**src/rtl/hex_disp_pkg.sv**
```systemverilog
// Shared types and helpers for the BCD counter display: mode encoding,
// blank segment pattern and the 7-segment decoder.
package hex_disp_pkg;

    typedef enum logic [1:0] {
        MODE_HOLD = 2'b00,
        MODE_UP   = 2'b01,
        MODE_DOWN = 2'b10,
        MODE_LOAD = 2'b11
    } mode_e;

    // Active-high pattern with nothing lit (DP included); polarity is applied at the output.
    localparam logic [7:0] SEG_BLANK = 8'h00;

    // Active-high segments, bit order g..a.
    function automatic logic [6:0] bcd_to_seg(input logic [3:0] bcd);
        logic [6:0] seg;
        case (bcd)
            4'd0:    seg = 7'h3F;
            4'd1:    seg = 7'h06;
            4'd2:    seg = 7'h5B;
            4'd3:    seg = 7'h4F;
            4'd4:    seg = 7'h66;
            4'd5:    seg = 7'h6D;
            4'd6:    seg = 7'h7D;
            4'd7:    seg = 7'h07;
            4'd8:    seg = 7'h7F;
            4'd9:    seg = 7'h6F;
            default: seg = 7'h00;
        endcase
        return seg;
    endfunction

endpackage

```
**src/rtl/bcd_digit_cell.sv**
```systemverilog
// One BCD digit of the counter chain; carry/borrow ripple to the next
// more significant cell in the same cycle.
module bcd_digit_cell (
    input  logic       clk_clk,
    input  logic       rst_n,
    input  logic       inc_i,
    input  logic       dec_i,
    input  logic       load_i,
    input  logic [3:0] value_i,
    output logic [3:0] digit_o,
    output logic       carry_o,
    output logic       borrow_o
);

    logic [3:0] digit_q, digit_d;

    always_comb begin
        digit_d = digit_q;
        if (load_i) begin
            digit_d = value_i;
        end else if (inc_i) begin
            digit_d = (digit_q == 4'd9) ? 4'd0 : digit_q + 4'd1;
        end else if (dec_i) begin
            digit_d = (digit_q == 4'd0) ? 4'd9 : digit_q - 4'd1;
        end
    end

    always_ff @(posedge clk_clk or negedge rst_n) begin
        if (!rst_n) begin
            digit_q <= 4'd0;
        end else begin
            digit_q <= digit_d;
        end
    end

    assign digit_o  = digit_q;
    assign carry_o  = inc_i && (digit_q == 4'd9);
    assign borrow_o = dec_i && (digit_q == 4'd0);

endmodule

```
**src/rtl/hex_bcd_counter_display.sv**
```systemverilog
// N-digit BCD up/down/load counter with registered 7-segment drive.
// Optional leading-zero blanking when HEX_LZB_EN is defined.
//
//   state     | meaning
//   MODE_HOLD | count frozen, ticks ignored
//   MODE_UP   | increment on each tick
//   MODE_DOWN | decrement on each tick
//   MODE_LOAD | key press writes bcd_in into the selected digit, DP marks it
module hex_bcd_counter_display
    import hex_disp_pkg::*;
#(
    parameter int NUM_DIGITS     = 5,
    parameter int CLK_HZ         = 50_000_000,
    parameter int SLOW_HZ        = 1,
    parameter int FAST_HZ        = 10,
    parameter int SEG_ACTIVE_LOW = 1
) (
    input  logic                                                clk_clk,
    input  logic                                                reset_reset_n,
    input  logic [1:0]                                          mode_i,
    input  logic                                                speed_i,
    input  logic [3:0]                                          bcd_in,
    input  logic [((NUM_DIGITS > 1) ? $clog2(NUM_DIGITS) : 1)-1:0] digit_sel_i,
    input  logic                                                load_i,
    output logic [8*NUM_DIGITS-1:0]                             seg_o,
    output logic [4*NUM_DIGITS-1:0]                             count_o,
    output logic                                                wrap_o
);

    localparam int SEL_W       = (NUM_DIGITS > 1) ? $clog2(NUM_DIGITS) : 1;
    localparam int SLOW_PERIOD = CLK_HZ / SLOW_HZ;
    localparam int FAST_PERIOD = CLK_HZ / FAST_HZ;
    localparam int DIV_W       = (SLOW_PERIOD > 1) ? $clog2(SLOW_PERIOD) : 1;
    localparam logic [DIV_W-1:0] SLOW_TC = DIV_W'(SLOW_PERIOD - 1);
    localparam logic [DIV_W-1:0] FAST_TC = DIV_W'(FAST_PERIOD - 1);
    localparam logic [7:0] SEG_OFF = (SEG_ACTIVE_LOW != 0) ? ~SEG_BLANK : SEG_BLANK;

    // mode_meta_q -> state_q forms the mode synchroniser.
    logic [1:0] mode_meta_q;
    mode_e      state_q, state_d;
    logic       speed_meta_q, speed_s_q, speed_prev_q;
    logic       load_meta_q, load_s_q, load_prev_q;
    logic [DIV_W-1:0] div_q, div_d;
    logic       wrap_q, wrap_d;
    logic [8*NUM_DIGITS-1:0] seg_q, seg_d;
    logic       speed_chg, term_cnt, tick, press;
    logic [3:0] load_val;
    logic [NUM_DIGITS:0] carry, borrow;

    always_comb begin
        state_d   = mode_e'(mode_meta_q);
        speed_chg = (speed_s_q != speed_prev_q);
        term_cnt  = speed_s_q ? (div_q == FAST_TC) : (div_q == SLOW_TC);
        tick      = term_cnt && !speed_chg;
        div_d     = (term_cnt || speed_chg) ? '0 : div_q + 1'b1;
        press     = (state_q == MODE_LOAD) && load_prev_q && !load_s_q;
        load_val  = (bcd_in > 4'd9) ? 4'd9 : bcd_in;
        carry[0]  = tick && (state_q == MODE_UP);
        borrow[0] = tick && (state_q == MODE_DOWN);
        wrap_d    = carry[NUM_DIGITS] || borrow[NUM_DIGITS];
    end

    for (genvar k = 0; k < NUM_DIGITS; k++) begin : g_digit
        bcd_digit_cell u_cell (
            .clk_clk  (clk_clk),
            .rst_n    (reset_reset_n),
            .inc_i    (carry[k]),
            .dec_i    (borrow[k]),
            .load_i   (press && (digit_sel_i == SEL_W'(k))),
            .value_i  (load_val),
            .digit_o  (count_o[4*k +: 4]),
            .carry_o  (carry[k+1]),
            .borrow_o (borrow[k+1])
        );
    end

    // Blanking walks down from the top digit; a shown digit ends the leading run.
    always_comb begin
        logic [7:0] raw;
        logic       sel_here;
`ifdef HEX_LZB_EN
        logic       lead_zero;
        lead_zero = 1'b1;
`endif
        seg_d    = '0;
        raw      = SEG_BLANK;
        sel_here = 1'b0;
        for (int k = NUM_DIGITS - 1; k >= 0; k--) begin
            sel_here = (state_q == MODE_LOAD) && (digit_sel_i == SEL_W'(k));
            raw      = {sel_here, bcd_to_seg(count_o[4*k +: 4])};
`ifdef HEX_LZB_EN
            lead_zero = lead_zero && (count_o[4*k +: 4] == 4'd0) && !sel_here && (k != 0);
            if (lead_zero) begin
                raw = SEG_BLANK;
            end
`endif
            seg_d[8*k +: 8] = (SEG_ACTIVE_LOW != 0) ? ~raw : raw;
        end
    end

    always_ff @(posedge clk_clk or negedge reset_reset_n) begin
        if (!reset_reset_n) begin
            mode_meta_q  <= 2'b00;
            state_q      <= MODE_HOLD;
            speed_meta_q <= 1'b0;
            speed_s_q    <= 1'b0;
            speed_prev_q <= 1'b0;
            load_meta_q  <= 1'b1;
            load_s_q     <= 1'b1;
            load_prev_q  <= 1'b1;
            div_q        <= '0;
            wrap_q       <= 1'b0;
            seg_q        <= {NUM_DIGITS{SEG_OFF}};
        end else begin
            mode_meta_q  <= mode_i;
            state_q      <= state_d;
            speed_meta_q <= speed_i;
            speed_s_q    <= speed_meta_q;
            speed_prev_q <= speed_s_q;
            load_meta_q  <= load_i;
            load_s_q     <= load_meta_q;
            load_prev_q  <= load_s_q;
            div_q        <= div_d;
            wrap_q       <= wrap_d;
            seg_q        <= seg_d;
        end
    end

    assign wrap_o = wrap_q;
    assign seg_o  = seg_q;

endmodule
```
**config.mk**
```make
export PLATFORM = sky130hd
export DESIGN_NAME = hex_bcd_counter_display
export DESIGN_NICKNAME = d
export VERILOG_FILES = /design/src/rtl/hex_disp_pkg.sv /design/src/rtl/bcd_digit_cell.sv /design/src/rtl/hex_bcd_counter_display.sv
export SDC_FILE = /design/constraint.sdc
export NUM_CORES = 1
export LEC_CHECK = 0
export BUFFER_PORTS_ARGS = -buffer_cell sky130_fd_sc_hd__buf_2
export CAP_MARGIN = 25
export CORE_ASPECT_RATIO = 0.6
export CORE_MARGIN = 5
export CORE_UTILIZATION = 45
export CTS_BUF_LIST = sky130_fd_sc_hd__clkbuf_4 sky130_fd_sc_hd__clkbuf_8
export DETAILED_ROUTE_END_ITERATION = 10
export MAX_ROUTING_LAYER = met4
export SYNTH_ARGS = -nofsm -noshare
export SYNTH_HDL_FRONTEND = slang
export SYNTH_HIERARCHICAL = 1
export SYNTH_SLANG_ARGS = --single-unit
```
**constraint.sdc**
```tcl
create_clock -name clk_clk -period 5.1 [get_ports clk_clk]
set_input_delay 0.51 -clock clk_clk [delete_from_list [all_inputs] [get_ports clk_clk]]
set_output_delay 0.51 -clock clk_clk [all_outputs]
set_load 0.01 [all_outputs]
```
==> results.json <==
{
  "clk_pin_slew_worst_paths_ns": 0.10,
  "num_vias": 4566,
  "start_util_pct": 46.4,
  "start_kind": "flop",
  "syn_inst": 585,
  "crit_family": "simple AND/OR/NAND/NOR gates",
  "io_buffers": 73,
  "ys_warn_count": 6,
  "clk_latency_ns": 0.36,
  "leakage_nw": 2.62,
  "seq_area_mm2": 0.00248,
  "synth.area.top_cells": "dfrtp_1, dfstp_2, a21oi_1",
  "yosys.cell_types.count": 59,
  "dr.first_iter.drc_count": 440,
  "die-area_mm2": 0.0150,
  "end_kind": "flop",
  "fmax_ghz": 0.226,
  "cts_buffer_depth": 2,
  "final-setup-viol-count": 0,
  "yosysTopAreaCellShare_pct": 23.9,
  "syn-num-nets": 619,
  "die_y_um": 96.8,
  "critical_path_required_ns": 5.32,
  "final_core_util_pct": 51.0,
  "cts-root-buf": "clkbuf_8",
  "cp.arrival_ns": 4.65,
  "grt_use_total_pct": 18.3,
  "drc_errors": 0,
  "synthFlopType": "dfrtp_1",
  "routedWlPerCell_um": 16.5,
  "drv_cap": 0,
  "tightest_slew_ns": 1.27,
  "power_density_mw_per_mm2": 314,
  "die_x_um": 155,
  "period_needed_ns": 4.43,
  "avgSynthCellArea_um2": 9.66,
  "placed_area_mm2": 0.00600,
  "critPathSlowestCell": "dfrtp_1",
  "r2r_start": "div_q[6]",
  "clock_skew_ns": 0.0123,
  "fillers": 1138,
  "finalNonFillerCells": 811,
  "reg2reg_to": "g_digit[4].u_cell/digit_o[3]",
  "r2r_slack_ns": 0.67,
  "postRouteAntennaNets": 0,
  "core_area_mm2": 0.0122,
  "grt_overflow_total": 0,
  "rsz0062_at_grt": "false",
  "first_pass_iters": 5,
  "final_hold_viol_count": 0,
  "ios": 74,
  "grt_pass1_wl_um": 22300,
  "min_path_type": "input port to async pin",
  "antenna_found_initial": 0,
  "cts_made_buffers": 9,
  "synth_area_mm2": 0.00565,
  "multiInputGateArea_mm2": 0.00278,
  "path_depth": 17,
  "drive_above_1_share_pct": 28.2,
  "synth_edf_count": 0,
  "path_max_fanout": 9,
  "numClockSinks": 97,
  "avgViaCountPerCell": 5.63,
  "grt_max_degree": 60,
  "htreeDepth": 3,
  "rr_worst_depth": 17,
  "run_status": "finished clean",
  "yosysTopAreaCell": "dfrtp_1",
  "dp.cells": 794,
  "routabilityCongestion": 0.945,
  "ys_seq_area_share_pct": 43.9,
  "vdd_drop_max_mv": 0.136,
  "ys_seq_elements": 97,
  "grt_pass1_vias": 4286,
  "critPathMostFrequentCell": "nand2_1",
  "detailed_place_hpwl_um": 9330,
  "crit_buf_inv": 2,
  "synthArstFlopShare_pct": 100,
  "pre_cts_slack_ns": 0.535,
  "fin_setup_tns_ns": 0,
  "path_class": "flop to flop",
  "critical_path.max_stage_delay_ns": 0.49,
  "period_share_pct": 86.8,
  "final_area_mm2": 0.00621,
  "setup_slack_ns": 0.674,
  "cts_tree": "built",
  "max_slew_margin_pct": 15.3,
  "crit_chain": "nor4bb_1 -> a31oi_1 -> a2111oi_2 -> and3b_1 -> nand2_1 -> nor4_1 -> nand2_1 -> nor4_2 -> nand2_1 -> nor4_1 -> buf_4 -> nand2_1 -> nor4_1 -> buf_4 -> nor2_1 -> a311oi_1 -> a21oi_1",
  "slew_viol_final": 0,
  "diodes": 0,
  "area_growth_pct": 9.83,
  "fp-row-count": 31,
  "cts_setup_buffers": 0,
  "layout.nets": 675,
  "routed_wl_um": 13400
}
[worst max path at each step]
stage / endpoint / startpoint
2_1_floorplan: g_digit[4].u_cell/digit_o[3] / div_q[0]
3_3_place_gp: g_digit[4].u_cell/digit_o[2] / div_q[2]
3_5_place_dp: g_digit[4].u_cell/digit_o[3] / div_q[6]
4_1_cts: g_digit[4].u_cell/digit_o[3] / div_q[6]
5_1_grt: g_digit[4].u_cell/digit_o[3] / div_q[15]
6_report: g_digit[4].u_cell/digit_o[3] / div_q[6]
[sequential cells by signal, summed over array words and instances (netlist names)]
name and count:
load_meta_q 1, load_prev_q 1, mode_meta_q 2, speed_meta_q 1, g_digit.u_cell/digit_o 20, speed_s_q 1, wrap_o 1, div_q 26
load_s_q 1, speed_prev_q 1, seg_o 40, state_q 2
[power breakdown]
part / switching [mW] / internal, mW / leakage, nW
Sequential: 0.140 / 0.898 / 1.11
Combinational: 0.255 / 0.178 / 1.41
Clock: 0.267 / 0.210 / 0.0963
[cells by family after synthesis]
family	share of synthesized area [%]
xor+xnor	4.49
mux	0.886
buf+inv	7.08
simple gates	20.9
flops	43.9
fa+ha+maj	4.65
compound gates	18.0
[worst reg2reg max path: stages, from the launching register on]
cell       delay [ns]
dfrtp_1          0.49
nor4bb_1         0.34
a31oi_1          0.18
a2111oi_2        0.46
and3b_1          0.44
nand2_1          0.12
nor4_1           0.32
nand2_1          0.14
nor4_2           0.25
nand2_1          0.12
nor4_1           0.19
buf_4            0.21
nand2_1          0.08
nor4_1           0.21
buf_4            0.22
nor2_1           0.07
a311oi_1         0.33
a21oi_1          0.12
[synthesized netlist by cell type (all sizes together), types with 6 or more instances]
cell type / n
a21oi: 70
a22oi: 16
a31oi: 12
and2: 7
and3: 8
buf: 33
dfrtp: 54
dfstp: 43
ha: 21
inv: 32
nand2: 47
nand3: 10
nand4: 18
nor2: 45
nor3b: 9
nor4: 6
nor4b: 6
o21ai: 37
o31ai: 14
or2: 6
or3: 6
xnor2: 8
xor2: 21
[repair_timing]
action / CTS / global route
gates resized for setup: 0 / 2
endpoints found under the setup margin: 0 / 3
hold buffers: 0 / 0
[layout by cell type (no fill, tap or decap), drive strengths merged, types with 4 or more instances in the layout]
master   n
nor4b    6
buf     81
dfrtp   54
nand4b   5
nand4   18
a32oi    5
nor2    45
dfstp   43
or3      6
a31oi   12
or2      6
and2     7
a311oi   5
and3     8
nand2   47
nand3   10
o21ai   37
and4     5
mux2i    5
xnor2    8
or4      4
o21a     5
a21oi   70
xor2    21
nor3b    9
nor4     6
a22oi   16
inv     33
o31ai   14
clkbuf  12
ha      21
[stage by stage]
stage	power [mW]	hold slack (ns)
after global placement	1.47	0.333
after CTS	1.97	0.206
after global routing	2.09	0.204
after detailed placement	1.48	0.335
after floorplan	1.33	0.214
final	1.95	0.230
[metal layers]
metal / GRT usage [%] / wire (µm)
met1: 28.9 / 7070
met3: 3.97 / 776
met5: - / 0
met4: 3.66 / 72
met2: 23.6 / 5480
[area by class of cell]
cell class,instances,share of cell area (%)
clock buffer,12,2.56
clock inverter,4,0.443
inverter,32,1.94
multi-input combinational,420,44.8
sequential,97,40.0
tap,165,3.33
timing repair buffer,81,6.95
Note: power is estimated with default switching activity, not from simulation.
